**src/rtl/ultra_pkg.sv**
```systemverilog
// Shared definitions for the multi-channel ultrasonic ranger:
// FSM state encoding and microsecond-to-cycle conversion helpers.
package ultra_pkg;

  typedef enum logic [2:0] {
    ST_IDLE,
    ST_TRIG,
    ST_WAIT_ECHO,
    ST_MEASURE,
    ST_HOLDOFF
  } state_t;

  localparam longint unsigned US_PER_S = 64'd1_000_000;

  // Cycles of clk_hz that fit in 'us' microseconds (64-bit product avoids overflow)
  function automatic int unsigned us_to_cyc(input int unsigned us, input int unsigned clk_hz);
    longint unsigned prod;
    prod = 64'(us) * 64'(clk_hz);
    return 32'(prod / US_PER_S);
  endfunction

  // Bits needed to hold the value n (at least 1)
  function automatic int unsigned bits_for(input int unsigned n);
    return (n < 1) ? 1 : $clog2(n + 1);
  endfunction

endpackage

```
**src/rtl/ultra_sync.sv**
```systemverilog
// Single-bit 2-flop synchroniser with rise/fall pulses derived from the
// synchronised level (one extra flop holds the previous synchronised value).
module ultra_sync (
  input  logic clk,
  input  logic rst,
  input  logic d,
  output logic rise,
  output logic fall
);

  logic s1, s2, s3;

  // Synchroniser chain plus previous-value flop for edge detection
  always_ff @(posedge clk) begin
    if (rst) begin
      s1 <= 1'b0;
      s2 <= 1'b0;
      s3 <= 1'b0;
    end else begin
      s1 <= d;
      s2 <= s1;
      s3 <= s2;
    end
  end

  // Edge pulses on the synchronised level
  always_comb begin
    rise = s2 & ~s3;
    fall = ~s2 & s3;
  end

endmodule

```
**src/rtl/ultra_ranger_mc.sv**
```systemverilog
// Round-robin multi-channel ultrasonic ranger: triggers one sensor at a time,
// measures its synchronised echo width in clk cycles, reports per-channel
// width/near/timeout. Define ULTRA_AVG_EN to report the mean of the last four
// successful samples per channel instead of the raw latest sample.
module ultra_ranger_mc #(
  parameter int CLK_HZ     = 50_000_000,
  parameter int N_CH       = 2,
  parameter int CNT_W      = 20,
  parameter int TRIG_US    = 10,
  parameter int TIMEOUT_US = 30000,
  parameter int HOLDOFF_US = 60000
) (
  input  logic                               clk,
  input  logic                               rst,
  input  logic [N_CH-1:0]                    echo,
  output logic [N_CH-1:0]                    trig,
  input  logic [CNT_W-1:0]                   thresh,
  output logic [N_CH*CNT_W-1:0]              width,
  output logic [N_CH-1:0]                    near,
  output logic [N_CH-1:0]                    tmo,
  output logic                               valid,
  output logic [((N_CH>1)?$clog2(N_CH):1)-1:0] valid_ch
);
  import ultra_pkg::*;

  localparam int unsigned TRIG_CYC = us_to_cyc(TRIG_US, CLK_HZ);
  localparam int unsigned TMO_CYC  = us_to_cyc(TIMEOUT_US, CLK_HZ);
  localparam int unsigned HOLD_CYC = us_to_cyc(HOLDOFF_US, CLK_HZ);
  localparam int unsigned PH_W     = bits_for((TRIG_CYC > HOLD_CYC) ? TRIG_CYC : HOLD_CYC);
  localparam int unsigned TM_W     = bits_for(TMO_CYC);
  localparam int unsigned CH_W     = (N_CH > 1) ? $clog2(N_CH) : 1;

  state_t           state, state_nx;
  logic [CH_W-1:0]  ch;
  logic [PH_W-1:0]  ph_cnt;
  logic [TM_W-1:0]  tm_cnt;
  logic [CNT_W-1:0] wcnt;
  logic [N_CH-1:0]  rise_p, fall_p;
  logic             rise_ch, fall_ch, trig_done, hold_done, tmo_hit, done_ok;
  logic [CNT_W-1:0] width_r [N_CH];

  for (genvar i = 0; i < N_CH; i++) begin : g_sync
    ultra_sync u_sync (
      .clk  (clk),
      .rst  (rst),
      .d    (echo[i]),
      .rise (rise_p[i]),
      .fall (fall_p[i])
    );
  end

  // Per-cycle event decode for the channel currently being served
  always_comb begin
    rise_ch   = rise_p[ch];
    fall_ch   = fall_p[ch];
    trig_done = (ph_cnt == PH_W'(TRIG_CYC - 1));
    hold_done = (ph_cnt == PH_W'(HOLD_CYC - 1));
    tmo_hit   = ((state == ST_WAIT_ECHO) || (state == ST_MEASURE)) &&
                (tm_cnt == TM_W'(TMO_CYC - 1));
    // timeout wins over a coincident falling edge
    done_ok   = (state == ST_MEASURE) && fall_ch && !tmo_hit;
  end

  // State register
  always_ff @(posedge clk) begin
    if (rst) state <= ST_IDLE;
    else     state <= state_nx;
  end

  // Next-state logic
  always_comb begin
    state_nx = state;
    case (state)
      ST_IDLE:      state_nx = ST_TRIG;
      ST_TRIG:      if (trig_done) state_nx = ST_WAIT_ECHO;
      ST_WAIT_ECHO: if (tmo_hit) state_nx = ST_HOLDOFF;
                    else if (rise_ch) state_nx = ST_MEASURE;
      ST_MEASURE:   if (tmo_hit || fall_ch) state_nx = ST_HOLDOFF;
      ST_HOLDOFF:   if (hold_done) state_nx = ST_TRIG;
      default:      state_nx = ST_IDLE;
    endcase
  end

  // Trigger output: only the served channel, only in TRIG
  always_comb begin
    trig = '0;
    if (state == ST_TRIG) trig[ch] = 1'b1;
  end

  // Counters, channel pointer and completion reporting
  always_ff @(posedge clk) begin
    if (rst) begin
      ch       <= '0;
      ph_cnt   <= '0;
      tm_cnt   <= '0;
      wcnt     <= '0;
      tmo      <= '0;
      valid    <= 1'b0;
      valid_ch <= '0;
    end else begin
      valid <= 1'b0;
      case (state)
        ST_TRIG: begin
          tm_cnt <= '0;
          ph_cnt <= trig_done ? '0 : ph_cnt + 1'b1;
        end
        ST_WAIT_ECHO, ST_MEASURE: begin
          tm_cnt <= tm_cnt + 1'b1;
          if (state == ST_WAIT_ECHO) begin
            if (rise_ch) wcnt <= CNT_W'(1);
          end else if (!fall_ch && (wcnt != '1)) begin
            wcnt <= wcnt + 1'b1;
          end
          if (done_ok || tmo_hit) begin
            valid    <= 1'b1;
            valid_ch <= ch;
            tmo[ch]  <= tmo_hit;
          end
        end
        ST_HOLDOFF: begin
          ph_cnt <= hold_done ? '0 : ph_cnt + 1'b1;
          if (hold_done) ch <= (ch == CH_W'(N_CH - 1)) ? '0 : ch + 1'b1;
        end
        default: ;
      endcase
    end
  end

`ifdef ULTRA_AVG_EN
  // Three previous samples per channel; with the new sample they form the 4-deep window
  logic [CNT_W-1:0] hist [N_CH][3];
  logic [N_CH-1:0]  primed;
  logic [CNT_W+1:0] avg_sum;

  // Window sum including the sample being latched
  always_comb begin
    avg_sum = {2'b00, wcnt} + {2'b00, hist[ch][0]} + {2'b00, hist[ch][1]} + {2'b00, hist[ch][2]};
  end

  // Averaged width; first sample after reset fills the whole window
  always_ff @(posedge clk) begin
    if (rst) begin
      primed <= '0;
      for (int unsigned k = 0; k < N_CH; k++) width_r[k] <= '0;
    end else if (done_ok) begin
      if (!primed[ch]) begin
        primed[ch]  <= 1'b1;
        hist[ch][0] <= wcnt;
        hist[ch][1] <= wcnt;
        hist[ch][2] <= wcnt;
        width_r[ch] <= wcnt;
      end else begin
        hist[ch][2] <= hist[ch][1];
        hist[ch][1] <= hist[ch][0];
        hist[ch][0] <= wcnt;
        width_r[ch] <= avg_sum[CNT_W+1:2];
      end
    end
  end
`else
  // Raw width: latest successful sample per channel
  always_ff @(posedge clk) begin
    if (rst) begin
      for (int unsigned k = 0; k < N_CH; k++) width_r[k] <= '0;
    end else if (done_ok) begin
      width_r[ch] <= wcnt;
    end
  end
`endif

  // Flattened width bus and near flags
  always_comb begin
    width = '0;
    near  = '0;
    for (int unsigned k = 0; k < N_CH; k++) begin
      width[k*CNT_W +: CNT_W] = width_r[k];
      near[k] = (width_r[k] < thresh) && !tmo[k];
    end
  end

endmodule

```
**config.mk**
```make
export PLATFORM = sky130hd
export DESIGN_NAME = ultra_ranger_mc
export DESIGN_NICKNAME = d
export VERILOG_FILES = /design/src/rtl/ultra_pkg.sv /design/src/rtl/ultra_sync.sv /design/src/rtl/ultra_ranger_mc.sv
export SDC_FILE = /design/constraint.sdc
export NUM_CORES = 1
export LEC_CHECK = 0
export CAP_MARGIN = 25
export CELL_PAD_IN_SITES_DETAIL_PLACEMENT = 1
export CELL_PAD_IN_SITES_GLOBAL_PLACEMENT = 2
export CORE_UTILIZATION = 37
export CTS_BUF_LIST = sky130_fd_sc_hd__clkbuf_8
export DETAILED_ROUTE_END_ITERATION = 8
export GPL_TIMING_DRIVEN = 0
export PLACE_DENSITY = 0.84
export SYNTH_ARGS = -nofsm -noshare
export SYNTH_HDL_FRONTEND = slang
export SYNTH_SLANG_ARGS = --single-unit
```
**constraint.sdc**
```tcl
create_clock -name clk -period 4.6 [get_ports clk]
set_clock_uncertainty 0.1 [all_clocks]
set_input_delay 0.92 -clock clk [delete_from_list [all_inputs] [get_ports clk]]
set_output_delay 0.92 -clock clk [all_outputs]
set_load 0.005 [all_outputs]
```
==> impl_metrics.json, run 1 <==
{
  "run_status": "finished clean",
  "setup.worst_path.start_class": "input port",
  "max_stage_delay_ns": 0.53,
  "regToRegEndpoint": "width_r[0][18]$_SDFFCE_PN0P_",
  "cts_num_sinks": 117,
  "drt_wl_total_um": 16630,
  "max-slew-margin-rel": 0.4255,
  "timing.rr.start": "g_sync[0].u_sync.s3$_SDFF_PP0_",
  "slowest_stage": "clkdlybuf4s50_1",
  "place_inst": 966,
  "muxShareOfSynthArea": 0.01051,
  "achievable-frequency_mhz": 226.6,
  "worstPathMaxFanout": 3,
  "final_net_count": 830,
  "htreeDepth": 4,
  "clock_path_buffers": 2,
  "hold_viol": 0,
  "pin_count": 72,
  "tritoncts.num_buffers": 17,
  "die_height_um": 132.6,
  "dp_slack_ns": -0.2161,
  "area_growth_pct": 22.47,
  "path_class": "input port to primary output",
  "netlist_instances": 672,
  "nFillCells": 1919,
  "wl_per_cell_um": 16.66,
  "antenna_violations_before_repair": 0,
  "synth_simple_gate_area_frac": 0.2564,
  "worst-r2r-setup-slack_ns": 1.83,
  "synth_sequential_area_ratio": 0.4347,
  "rows": 47,
  "synth-edff-count": 40,
  "dr.pass1.iters": 4,
  "synth_nets": 737,
  "post_cts_buffers": 0,
  "post_synthesis_instance_area_um2": 6309,
  "placed_cell_area_um2": 7355,
  "drt-initial-drc-count": 181,
  "critical_path_cell_list": "clkdlybuf4s50_1 -> inv_1 -> ha_1 -> a21oi_1 -> o21ai_0 -> a2111oi_2 -> o21ai_1 -> a21oi_1 -> clkdlybuf4s50_1",
  "synth_area_per_cell_um2": 9.388,
  "dpl.hpwl_um": 12850,
  "route.vias.total": 5358,
  "synth_warnings": 0,
  "worstHoldPathType": "flop to flop",
  "root_cell_of_the_clock_tree": "clkbuf_8",
  "worst_ep_arrival_time_ns": 3.39,
  "synth_fa_ha_area_frac": 0.08132,
  "cts_tree": "done",
  "starting_utilization_of_the_core_area": 0.3791,
  "design.die.area_um2": 17580,
  "static-leakage-power_nw": 2.904,
  "placeableCoreArea_um2": 16640,
  "drive_gt1_frac": 0.08997,
  "grt_overflow_total": 0,
  "grt_first_pass_wirelength_um": 27860,
  "detail_route_antenna_nets": 0,
  "post_drt_via_cell_ratio": 5.369,
  "setup_viol": 0,
  "path_clk_slew_ns": 0.07,
  "drcViolationCount": 0,
  "design_area_um2": 7726,
  "placement.io_buffers": 70,
  "routability_congestion": 0.8304,
  "timing_max_transition_violations_final": 0,
  "antenna_cells_inserted": 0,
  "largest_net_degree_at_the_start_of_global_routing": 21,
  "clk_latency_ns": 0.45,
  "dieWidth_um": 132.6,
  "rsz0062_at_grt": "no",
  "logic_depth_of_the_worst_register_to_register_path": 6,
  "flip_flop_and_latch_count_after_synthesis": 117,
  "crit_path_start": "thresh[11]",
  "finalWorstPathRequiredPeriod_ns": 4.413,
  "irDropWorstVdd_v": 0.0001588,
  "fraction_of_the_mapped_netlist_area_in_compound_gates": 0.1359,
  "crit_required_ns": 3.58,
  "final-instance-count-excl-fill": 998,
  "main_combinational_cell_family_by_area_after_synthesis": "simple AND/OR/NAND/NOR gates",
  "fin_worst_hold_slack_ns": 0.3434,
  "asyncSetResetFlopFracSynth": 0,
  "cp-end-kind": "primary output",
  "synthXorXnorAreaFrac": 0.03332,
  "first_global_vias": 5712,
  "timing.final.crit_share": 0.9593,
  "yosys.cell_types.count": 70,
  "p_per_area_nw_per_um2": 328.2,
  "tightestPinTransition_ns": 0.8547,
  "final_util": 0.4643,
  "hold_start": "g_sync[1].u_sync.s1$_SDFF_PP0_",
  "synth_ff_type": "dfxtp_1",
  "crit_path_setup_slack_layout_ns": 0.1871,
  "drv_cap": 0,
  "timing.hold.worst_endpoint": "g_sync[1].u_sync.s2$_SDFF_PP0_",
  "min_delay_path_depth": 1,
  "groute.usage.overall": 0.2000
}
==> logic make-up after synthesis <==
logic type,after synthesis
AO/OA/AOI/OAI,129
XOR/XNOR,24
adder cells (fa/ha/maj),41
buffers and inverters,56
flip-flops,117
multiplexers,6
AND/OR/NAND/NOR,299
==> worst max-delay path by stage <==
stage	end	slack (ns)	depth (start not counted)
2_1_floorplan	width_r[1][0]$_SDFFCE_PN0P_	1.29	4
3_3_place_gp	near[1]	-0.07	9
3_5_place_dp	near[0]	-0.22	9
4_1_cts	near[0]	0.02	9
5_1_grt	near[0]	0.007	9
6_report	near[1]	0.19	9
==> synthesized netlist by cell type, types with 3 or more instances <==
cell type	count	area, um2
xor2_1	20	175.2
o31ai_1	6	45.04
ha_1	41	513.0
a311oi_1	5	43.79
a41oi_1	5	43.79
nand2_1	53	198.9
dfxtp_1	77	1541
nor4_1	12	75.07
a31oi_1	13	81.33
mux2_2	5	56.30
clkbuf_8	3	41.29
nor4_2	3	37.54
o21ai_0	27	135.1
and4_1	3	26.28
nand4_1	23	143.9
nand2b_1	6	37.54
and3_1	11	68.82
buf_1	3	11.26
a211oi_1	8	60.06
nor2b_1	10	62.56
a21oi_1	35	175.2
nor4b_1	5	43.79
nor2_1	64	240.2
clkbuf_1	13	48.80
nand3b_1	3	22.52
nand3_1	34	170.2
nor3_1	7	35.03
edfxtp_1	40	1201
buf_6	3	33.78
a21o_1	9	67.56
and2_1	42	262.8
inv_1	29	108.9
xnor2_1	4	35.03
or3_1	7	43.79
==> power by group <==
part / total, mW / switching [mW] / internal [mW]
logic: 0.499 / 0.300 / 0.199
registers: 1.15 / 0.0438 / 1.11
clock network: 0.885 / 0.421 / 0.464
==> layout make-up <==
type                    count  area, um2  share of cell area
plain buffers              27      192.7             0.02494
well taps                 220      275.3             0.03563
multi-input cells         499       3304              0.4277
flip-flops and latches    117       2743              0.3550
clock buffers              17      234.0             0.03028
repair buffers             74      743.2             0.09619
clock inverters            15      125.1             0.01619
inverters                  29      108.9             0.01409
==> repair_timing <==
| action | in CTS | in global routing |
|---|---|---|
| endpoints found under the setup margin | 2 | 2 |
| hold buffers | 0 | 0 |
| gates resized for setup | 3 | 3 |
==> worst max-delay path: cells and delay by family <==
| kind | cells | cell delay (ns) |
|---|---|---|
| buffers and inverters | 3 | 1.06 |
| AO/OA/AOI/OAI | 5 | 1.10 |
| adder cells (fa/ha/maj) | 1 | 0.31 |
==> registers in the layout (all words and copies together) (netlist names) <==
register,cells
ph_cnt,22
tmo,2
state,3
wcnt,20
width_r,40
tm_cnt,21
ch,1
g_sync.u_sync.s3,2
g_sync.u_sync.s2,2
valid_ch,1
g_sync.u_sync.s1,2
valid,1
==> cells in the final DEF (no fill, tap or decap), types with 6 or more instances in the layout <==
cell	count
and3_1	11
nand2b_1	6
clkinv_2	7
clkdlybuf4s50_1	70
nand2_1	53
clkbuf_1	13
a21oi_1	35
and2_1	42
nand4_1	23
or3_1	7
nor2b_1	10
edfxtp_1	40
a31oi_1	13
nor2_1	64
o21ai_0	25
clkbuf_8	20
a21o_1	9
inv_1	32
a211oi_1	8
ha_1	41
xor2_1	20
nand3_1	34
nor3_1	7
dfxtp_1	77
nor4_1	12
==> per-layer routing <==
metal  GRT usage  vias to the layer above  routed length [um]
met5           0                        -                   0
met2      0.3623                       96                8459
met4     0.08301                        0                 412
li1            -                     2648                   -
met3     0.04023                       31                 490
met1      0.2284                     2583                7263
==> per-stage QoR <==
| stage | TNS (ns) | power (mW) |
|---|---|---|
| detailed placement | -0.2549 | 1.673 |
| CTS | 0 | 2.564 |
| global route | 0 | 2.668 |
| finish | 0 | 2.536 |
| global placement | -0.1078 | 1.648 |
| floorplan | 0 | 1.475 |
Note: power is estimated with default switching activity, not from simulation.
==> run 2: changes to the inputs <==
--- a/config.mk
+++ b/config.mk
@@ -10,7 +10,9 @@
 export CELL_PAD_IN_SITES_GLOBAL_PLACEMENT = 2
 export CORE_UTILIZATION = 37
 export CTS_BUF_LIST = sky130_fd_sc_hd__clkbuf_8
+export CTS_CLUSTER_SIZE = 30
 export DETAILED_ROUTE_END_ITERATION = 8
+export GPL_ROUTABILITY_DRIVEN = 0
 export GPL_TIMING_DRIVEN = 0
 export PLACE_DENSITY = 0.84
 export SYNTH_ARGS = -nofsm -noshare
==> results of run 2 <==
The final DEF is identical to that of run 1; final timing and power are the same.
